===== src/rtl/snoop_cache_if.sv =====
// rtl/snoop_cache_if.sv - CPU request port and coherence bus bundle for snoop_cache_controller
//
// Purpose: groups the CPU handshake and the 13-bit coherence bus of one cache.
// Signals:
//   execute_instruction  request strobe, sampled only while the cache is idle
//   instruction          0 = read, 1 = write
//   address[2:0]         word address
//   data_in[3:0]         write data
//   data_out[3:0]        read result, held until the next read completes
//   done                 one-cycle completion pulse
//   bus_in[12:0]         arbiter -> cache (reply or peer broadcast)
//   bus_out[12:0]        cache -> arbiter
// Message bits: [12] write-back, [11] supply, [10] broadcast, [9] read miss/reply,
//               [8] write miss/invalidate, [7] reserved 0, [6:4] address, [3:0] data
// Modports: master = CPU/arbiter side, slave = cache controller.
interface snoop_cache_if;
  logic        execute_instruction;
  logic        instruction;
  logic [2:0]  address;
  logic [3:0]  data_in;
  logic [3:0]  data_out;
  logic        done;
  logic [12:0] bus_in;
  logic [12:0] bus_out;

  modport master (
    output execute_instruction, instruction, address, data_in, bus_in,
    input  data_out, done, bus_out
  );

  modport slave (
    input  execute_instruction, instruction, address, data_in, bus_in,
    output data_out, done, bus_out
  );
endinterface


===== src/rtl/snoop_cache_controller.sv =====
// rtl/snoop_cache_controller.sv - per-CPU direct-mapped MSI snooping cache controller
//
// Purpose: serves CPU reads/writes from a 2^INDEX_BITS-line direct-mapped cache
// (one 4-bit word per line, states I/S/M), issues write-back, miss and invalidate
// messages on the coherence bus and snoops peer broadcasts.
// Ports:
//   clock  system clock, all state updates on posedge
//   reset  synchronous active-high reset
//   cpu    snoop_cache_if.slave: CPU request/response and bus_in/bus_out
// Parameters:
//   INDEX_BITS  cache index width (1..2); tag = address[2:INDEX_BITS]
module snoop_cache_controller #(
  parameter int INDEX_BITS = 2
) (
  input  logic          clock,
  input  logic          reset,
  snoop_cache_if.slave  cpu
);

  localparam int TAG_BITS  = 3 - INDEX_BITS;
  localparam int NUM_LINES = 1 << INDEX_BITS;

  typedef enum logic [1:0] {
    ST_I = 2'b00,
    ST_S = 2'b01,
    ST_M = 2'b10
  } line_state_t;

  typedef enum logic [2:0] {
    IDLE,
    LOOKUP,
    INV,
    WB,
    MISS,
    FILL,
    DONE
  } fsm_t;

  function automatic logic [12:0] msg(input logic wb, input logic sup, input logic bc,
                                      input logic rd, input logic wr,
                                      input logic [2:0] a, input logic [3:0] d);
    return {wb, sup, bc, rd, wr, 1'b0, a, d};
  endfunction

  // Cache array
  line_state_t         line_st   [NUM_LINES];
  logic [TAG_BITS-1:0] line_tag  [NUM_LINES];
  logic [3:0]          line_data [NUM_LINES];

  // Latched request
  fsm_t                  state, next_state;
  logic                  req_write;
  logic [2:0]            req_addr;
  logic [3:0]            req_data;
  logic [3:0]            fill_data;
  logic [INDEX_BITS-1:0] req_idx;
  logic [TAG_BITS-1:0]   req_tag;

  // Snoop pipeline: bus_in is registered, evaluated the following cycle
  logic                  snp_bc, snp_rd, snp_wr;
  logic [2:0]            snp_addr;
  logic [INDEX_BITS-1:0] snp_idx;
  logic [TAG_BITS-1:0]   snp_tag;
  logic                  snp_hit, snp_rd_m, snp_inv, snp_inv_m;
  logic [1:0]            snp_cnt;
  logic [12:0]           snp_msg;
  logic                  bus_busy;

  // Outputs
  logic       done_q;
  logic [3:0] data_out_q;

  // FSM control towards the datapath
  logic [12:0]         fsm_bus;
  logic [12:0]         miss_msg;
  logic                line_we;
  line_state_t         we_state;
  logic [TAG_BITS-1:0] we_tag;
  logic [3:0]          we_data;
  logic                load_dout;
  logic [3:0]          dout_val;
  logic                req_hit;
  logic                reply;

  assign req_idx  = req_addr[INDEX_BITS-1:0];
  assign req_tag  = req_addr[2:INDEX_BITS];
  assign req_hit  = (line_st[req_idx] != ST_I) && (line_tag[req_idx] == req_tag);
  assign reply    = cpu.bus_in[9] && !cpu.bus_in[10] && (cpu.bus_in[6:4] == req_addr);
  assign miss_msg = msg(1'b0, 1'b0, 1'b1, !req_write, req_write, req_addr, 4'h0);

  assign snp_idx   = snp_addr[INDEX_BITS-1:0];
  assign snp_tag   = snp_addr[2:INDEX_BITS];
  assign snp_hit   = snp_bc && (line_st[snp_idx] != ST_I) && (line_tag[snp_idx] == snp_tag);
  assign snp_rd_m  = snp_hit && snp_rd && (line_st[snp_idx] == ST_M);
  assign snp_inv   = snp_hit && !snp_rd && snp_wr;
  assign snp_inv_m = snp_inv && (line_st[snp_idx] == ST_M);

  // A snoop response owns the bus; the FSM's own message is suppressed meanwhile.
  assign bus_busy     = (snp_cnt != 2'd0);
  assign cpu.bus_out  = bus_busy ? snp_msg : fsm_bus;
  assign cpu.done     = done_q;
  assign cpu.data_out = data_out_q;

  always_ff @(posedge clock) begin
    if (reset) begin
      state <= IDLE;
    end else begin
      state <= next_state;
    end
  end

  always_comb begin
    next_state = state;
    fsm_bus    = '0;
    line_we    = 1'b0;
    we_state   = ST_I;
    we_tag     = req_tag;
    we_data    = req_data;
    load_dout  = 1'b0;
    dout_val   = line_data[req_idx];
    case (state)
      IDLE: begin
        if (cpu.execute_instruction) next_state = LOOKUP;
      end
      LOOKUP: begin
        if (req_hit) begin
          if (!req_write) begin
            load_dout  = 1'b1;
            next_state = DONE;
          end else if (line_st[req_idx] == ST_M) begin
            line_we    = 1'b1;
            we_state   = ST_M;
            next_state = DONE;
          end else begin
            next_state = INV;
          end
        end else if (line_st[req_idx] == ST_M) begin
          next_state = WB;
        end else begin
          next_state = MISS;
        end
      end
      INV: begin
        fsm_bus = msg(1'b0, 1'b0, 1'b1, 1'b0, 1'b1, req_addr, 4'h0);
        if (!bus_busy) begin
          line_we    = 1'b1;
          we_state   = ST_M;
          next_state = DONE;
        end
      end
      WB: begin
        fsm_bus = msg(1'b1, 1'b0, 1'b0, 1'b0, 1'b0,
                      {line_tag[req_idx], req_idx}, line_data[req_idx]);
        if (!bus_busy) begin
          // Drop the victim but keep its tag/data untouched
          line_we    = 1'b1;
          we_state   = ST_I;
          we_tag     = line_tag[req_idx];
          we_data    = line_data[req_idx];
          next_state = MISS;
        end
      end
      MISS: begin
        fsm_bus = miss_msg;
        // The reply is accepted even while a snoop response holds the bus,
        // so a pending miss can never be lost.
        if (reply) next_state = FILL;
      end
      FILL: begin
        // The request stays on the bus until the fill edge
        fsm_bus    = miss_msg;
        line_we    = 1'b1;
        we_state   = req_write ? ST_M : ST_S;
        we_data    = req_write ? req_data : fill_data;
        load_dout  = !req_write;
        dout_val   = fill_data;
        next_state = DONE;
      end
      DONE: begin
        next_state = IDLE;
      end
      default: begin
        next_state = IDLE;
      end
    endcase
  end

  always_ff @(posedge clock) begin
    if (reset) begin
      for (int i = 0; i < NUM_LINES; i++) begin
        line_st[i]   <= ST_I;
        line_tag[i]  <= '0;
        line_data[i] <= '0;
      end
      req_write  <= 1'b0;
      req_addr   <= '0;
      req_data   <= '0;
      fill_data  <= '0;
      snp_bc     <= 1'b0;
      snp_rd     <= 1'b0;
      snp_wr     <= 1'b0;
      snp_addr   <= '0;
      snp_cnt    <= '0;
      snp_msg    <= '0;
      done_q     <= 1'b0;
      data_out_q <= '0;
    end else begin
      snp_bc   <= cpu.bus_in[10];
      snp_rd   <= cpu.bus_in[9];
      snp_wr   <= cpu.bus_in[8];
      snp_addr <= cpu.bus_in[6:4];
      done_q   <= (state == DONE);

      if (state == IDLE && cpu.execute_instruction) begin
        req_write <= cpu.instruction;
        req_addr  <= cpu.address;
        req_data  <= cpu.data_in;
      end

      if (state == MISS && reply) fill_data <= cpu.bus_in[3:0];

      if (load_dout) data_out_q <= dout_val;

      // Snoop actions: a peer read of a dirty line is supplied for two cycles
      // and the line downgrades; a peer write/invalidate drops the line, with a
      // one-cycle write-back if it was dirty.
      if (snp_rd_m) begin
        line_st[snp_idx] <= ST_S;
        snp_msg <= msg(1'b1, 1'b1, 1'b0, 1'b0, 1'b0, snp_addr, line_data[snp_idx]);
        snp_cnt <= 2'd2;
      end else if (snp_inv_m) begin
        line_st[snp_idx] <= ST_I;
        snp_msg <= msg(1'b1, 1'b0, 1'b0, 1'b0, 1'b0, snp_addr, line_data[snp_idx]);
        snp_cnt <= 2'd1;
      end else begin
        if (snp_inv) line_st[snp_idx] <= ST_I;
        if (snp_cnt != 2'd0) snp_cnt <= snp_cnt - 2'd1;
      end

      // The FSM's own line write comes last so it overrides a same-edge snoop update
      if (line_we) begin
        line_st[req_idx]   <= we_state;
        line_tag[req_idx]  <= we_tag;
        line_data[req_idx] <= we_data;
      end
    end
  end

endmodule


===== src/flat_wrapper.sv =====
// flat-port wrapper written by rule: the top's interface ports become plain ports
module snoop_cache_controller_flat 
#(
  parameter int INDEX_BITS = 2
)
  (clock, reset, cpu_execute_instruction, cpu_instruction, cpu_address, cpu_data_in, cpu_bus_in, cpu_data_out, cpu_done, cpu_bus_out);
  snoop_cache_if cpu_i ();
  input  logic clock;
  input  logic reset;
  input wire logic [$bits(cpu_i.execute_instruction)-1:0] cpu_execute_instruction;
  input wire logic [$bits(cpu_i.instruction)-1:0] cpu_instruction;
  input wire logic [$bits(cpu_i.address)-1:0] cpu_address;
  input wire logic [$bits(cpu_i.data_in)-1:0] cpu_data_in;
  input wire logic [$bits(cpu_i.bus_in)-1:0] cpu_bus_in;
  output wire logic [$bits(cpu_i.data_out)-1:0] cpu_data_out;
  output wire logic [$bits(cpu_i.done)-1:0] cpu_done;
  output wire logic [$bits(cpu_i.bus_out)-1:0] cpu_bus_out;
  assign cpu_i.execute_instruction = cpu_execute_instruction;
  assign cpu_i.instruction = cpu_instruction;
  assign cpu_i.address = cpu_address;
  assign cpu_i.data_in = cpu_data_in;
  assign cpu_i.bus_in = cpu_bus_in;
  assign cpu_data_out = cpu_i.data_out;
  assign cpu_done = cpu_i.done;
  assign cpu_bus_out = cpu_i.bus_out;
  snoop_cache_controller #(.INDEX_BITS(INDEX_BITS)) u_core (.clock(clock), .reset(reset), .cpu(cpu_i));
endmodule

===== config.mk =====
export PLATFORM = sky130hd
export DESIGN_NAME = snoop_cache_controller_flat
export DESIGN_NICKNAME = d
export VERILOG_FILES = /design/src/rtl/snoop_cache_if.sv /design/src/rtl/snoop_cache_controller.sv /design/src/flat_wrapper.sv
export SDC_FILE = /design/constraint.sdc
export NUM_CORES = 1
export LEC_CHECK = 0
export CAP_MARGIN = 40
export CORE_ASPECT_RATIO = 2
export CORE_MARGIN = 1.5
export CORE_UTILIZATION = 60
export DETAILED_ROUTE_END_ITERATION = 8
export PLACE_DENSITY = 0.85
export SYNTH_ARGS = -nofsm -noshare
export SYNTH_HDL_FRONTEND = slang
export SYNTH_SLANG_ARGS = --single-unit

===== constraint.sdc =====
create_clock -name clock -period 3.7 [get_ports clock]
set_input_delay 0.37 -clock clock [delete_from_list [all_inputs] [get_ports clock]]
set_output_delay 0.37 -clock clock [all_outputs]
set_load 0.01 [all_outputs]

==> reports/results.ini <==
[placement]
hpwlAfterDp_um = 6100
placed_area_mm2 = 0.00381
io_buffers = 37
gp_congestion = 0.828

[cells_and_area]
final_area_mm2 = 0.00401
drive_gt1_share_pct = 10.4
area_growth_pct = 17.5
post-route-util_pct = 73.3
finalNetCount = 404
ff_latch_area_mm2 = 0.00162
multiInputGateArea_mm2 = 0.00165
nFillCells = 419
diodes = 0

[routing]
drtIter0Drc = 162
top_layer = met4
via_count = 2720
met2_wirelength_um = 4650
detail_route.vias_per_cell = 6.13
routed_wl_um = 8160
drc_errors = 0
wl_met1_um = 2850
wl_met3_um = 351
first_pass_iters = 5
route.antenna.remaining_nets = 0
wire_per_inst_um = 18.4

[worst_hold_path]
min_path_type = reg -> reg

[worst_setup_path]
critPathKind = reg -> out
startpoint = u_core.state[1]
start_kind = flop
regToRegSetupSlack_ps = 970
arrival_ps = 2490
crit_path_max_fanout = 15
r2r_cells = 6
crit_required_ps = 3330
crit_end = cpu_bus_out[2]
endpoint_kind = output port
r2r-end = u_core.line_data[2][1]

[clocking]
clock_latency_ps = 360
post_cts_buffers = 0
cts_resized = 0
cts_tree = yes
postCtsHoldBufs = 0
path_clk_slew_ps = 70
cts_max_level = 3
numCtsBuffers = 9
root_buffer = clkbuf_8
cts_sinks = 67
clock_path_buffers = 2

[logic_synthesis]
ys_async_sr_fraction_pct = 0
synth.top_cells.by_count = nand2_1 (51), nor2_1 (45), dfxtp_1 (39)
seq_area_frac_synth_pct = 47.5
synth.cell_area_mm2 = 0.00341
muxShareOfSynthArea_pct = 14.1
synth_xor_area_share_pct = 2.05
synth_area_leaders = edfxtp_1 (25%), dfxtp_1 (23%), mux4_2 (9.9%), nand2_1 (5.6%), nor2_1 (5.0%)
synth-adder-area-share_pct = 0.367
ys_ff_latch = 67
synth_top_family_by_area = simple AND/OR/NAND/NOR gates
yosys.cell_count.top_type = nand2_1
synthCells = 345
synth-edff-count = 28
yosysWarnings = 0
synth.top_cell.area_share_pct = 24.7
yosysTopAreaCell = edfxtp_1
synth_nets = 370
synth_compound_area_share_pct = 10.2
synth_simple_gate_area_share_pct = 21.6
yosysUniqueCellTypes = 50
synth_ff_type = dfxtp_1
synth.avg_cell_area_um2 = 9.89

[global_routing]
grt_pass1_vias = 2762
antenna_found_initial = 0
grt_max_degree = 42
gr-total-overflow = 0
track_usage_pct = 28.5
grt_first_pass_wirelength_um = 13100

[die]
die_h_um = 110
num_rows = 38
die_area_mm2 = 0.00617
start_util_pct = 62.4
core_area_mm2 = 0.00547
chipWidth_um = 56.3
ioPinCount = 42

[timing]
whs_ps = 453
min_period_ps = 2860
timing.fmax_mhz = 350
max_slew_margin_pct = 50.2
period_share_pct = 77.2
fin_setup_tns_ps = 0
rsz0062_at_grt = no
slew_violations = 0
setup_viol = 0
fin_skew_ps = 7.24
tightest_slew_ps = 741
finalHoldViolations = 0

[power_and_ir_drop]
power.static_leakage_nw = 1.43
p_per_area_mw_per_mm2 = 479
ir_worst_vdd_mv = 0.387

[run_status]
outcome = finished, final reports clean

[job]
cap_violations = 0

where the power goes:
group          total (mW)  internal (mW)  switching [mW]  leakage, nW
clock               0.601          0.325           0.277       0.0906
sequential          0.891          0.824          0.0670        0.608
combinational       0.426          0.183           0.243        0.727
state kept, by name, indices dropped and copies added, names as in the netlist, named ones only:
signal,cells
u_core.line_data,16
u_core.snp_msg,9
u_core.line_st,8
u_core.cpu.data_out,4
u_core.fill_data,4
u_core.line_tag,4
u_core.req_data,4
u_core.req_addr,3
u_core.snp_addr,3
u_core.state,3
u_core.snp_cnt,2
u_core.cpu.done,1
u_core.req_write,1
u_core.snp_bc,1
u_core.snp_rd,1
u_core.snp_wr,1
cell families (layout without fill, tap and decap cells):
kind of cell / count (synthesis) / count (layout)
AO/OA/AOI/OAI: 52 / 52
AND/OR/NAND/NOR: 154 / 154
XOR/XNOR: 8 / 8
flip-flops: 67 / 67
adder cells (fa/ha/maj): 1 / 1
buffers and inverters: 33 / 72
multiplexers: 29 / 29
other: 1 / 1
cells in the final DEF, fill, tap and decap left out, drive strengths merged, types with 2 or more instances in the layout:
master	synthesis	final
mux4	15	15
nand4	3	3
xor2	2	2
a31o	2	2
nor4	2	2
nand2	51	51
a41oi	4	4
a21oi	16	16
clkinv	0	2
or3	2	2
xnor2	6	6
a32o	2	2
nor2b	13	13
nor3	6	6
and3	4	4
a31oi	2	2
mux2i	12	12
edfxtp	28	28
mux2	2	2
nand3b	7	7
nand3	11	11
o2bb2ai	2	2
buf	4	6
nand2b	7	7
dfxtp	39	39
clkdlybuf4s50	0	37
inv	13	13
o211ai	6	6
clkinvlp	0	2
nor2	45	45
clkbuf	16	11
o21ai	10	10
metrics by stage:
step	total power [mW]	std cells	setup slack [ps]
floorplan	1.18	345	1350
global placement	1.31	427	1110
detailed placement	1.32	428	1010
CTS	1.92	444	886
global route	1.99	444	699
finish	1.92	444	843
worst min path at each step:
stage | start | end | slack, ps | depth (start not counted)
2_1_floorplan | u_core.snp_msg[11] | u_core.snp_msg[11] | 430 | 2
3_3_place_gp | u_core.snp_msg[11] | u_core.snp_msg[11] | 440 | 2
3_5_place_dp | u_core.snp_msg[11] | u_core.snp_msg[11] | 440 | 2
4_1_cts | u_core.snp_msg[11] | u_core.snp_msg[11] | 450 | 2
5_1_grt | u_core.req_data[0] | u_core.req_data[0] | 470 | 2
6_report | u_core.snp_msg[11] | u_core.snp_msg[11] | 450 | 2
final cells by class:
class	instances	area share, %
clock inverter	5	1.31
inverter	13	1.22
tap	60	1.87
sequential	67	40.4
timing repair buffer	43	10.4
multi-input combinational	245	41.3
clock buffer	11	3.53
layer usage:
metal	up-vias	global-route usage, %
li1	1304	-
met1	1309	28.4
met5	-	0
met2	84	54.1
met4	0	14.5
met3	23	6.12
critical path, cell delays in order, from the launching register on:
cell and delay, ps:
dfxtp_1 600, nand3b_1 290, nor2_1 430, nand2_1 140, o21ai_0 100, clkdlybuf4s50_1 560
(Power assumes the default switching activity.)
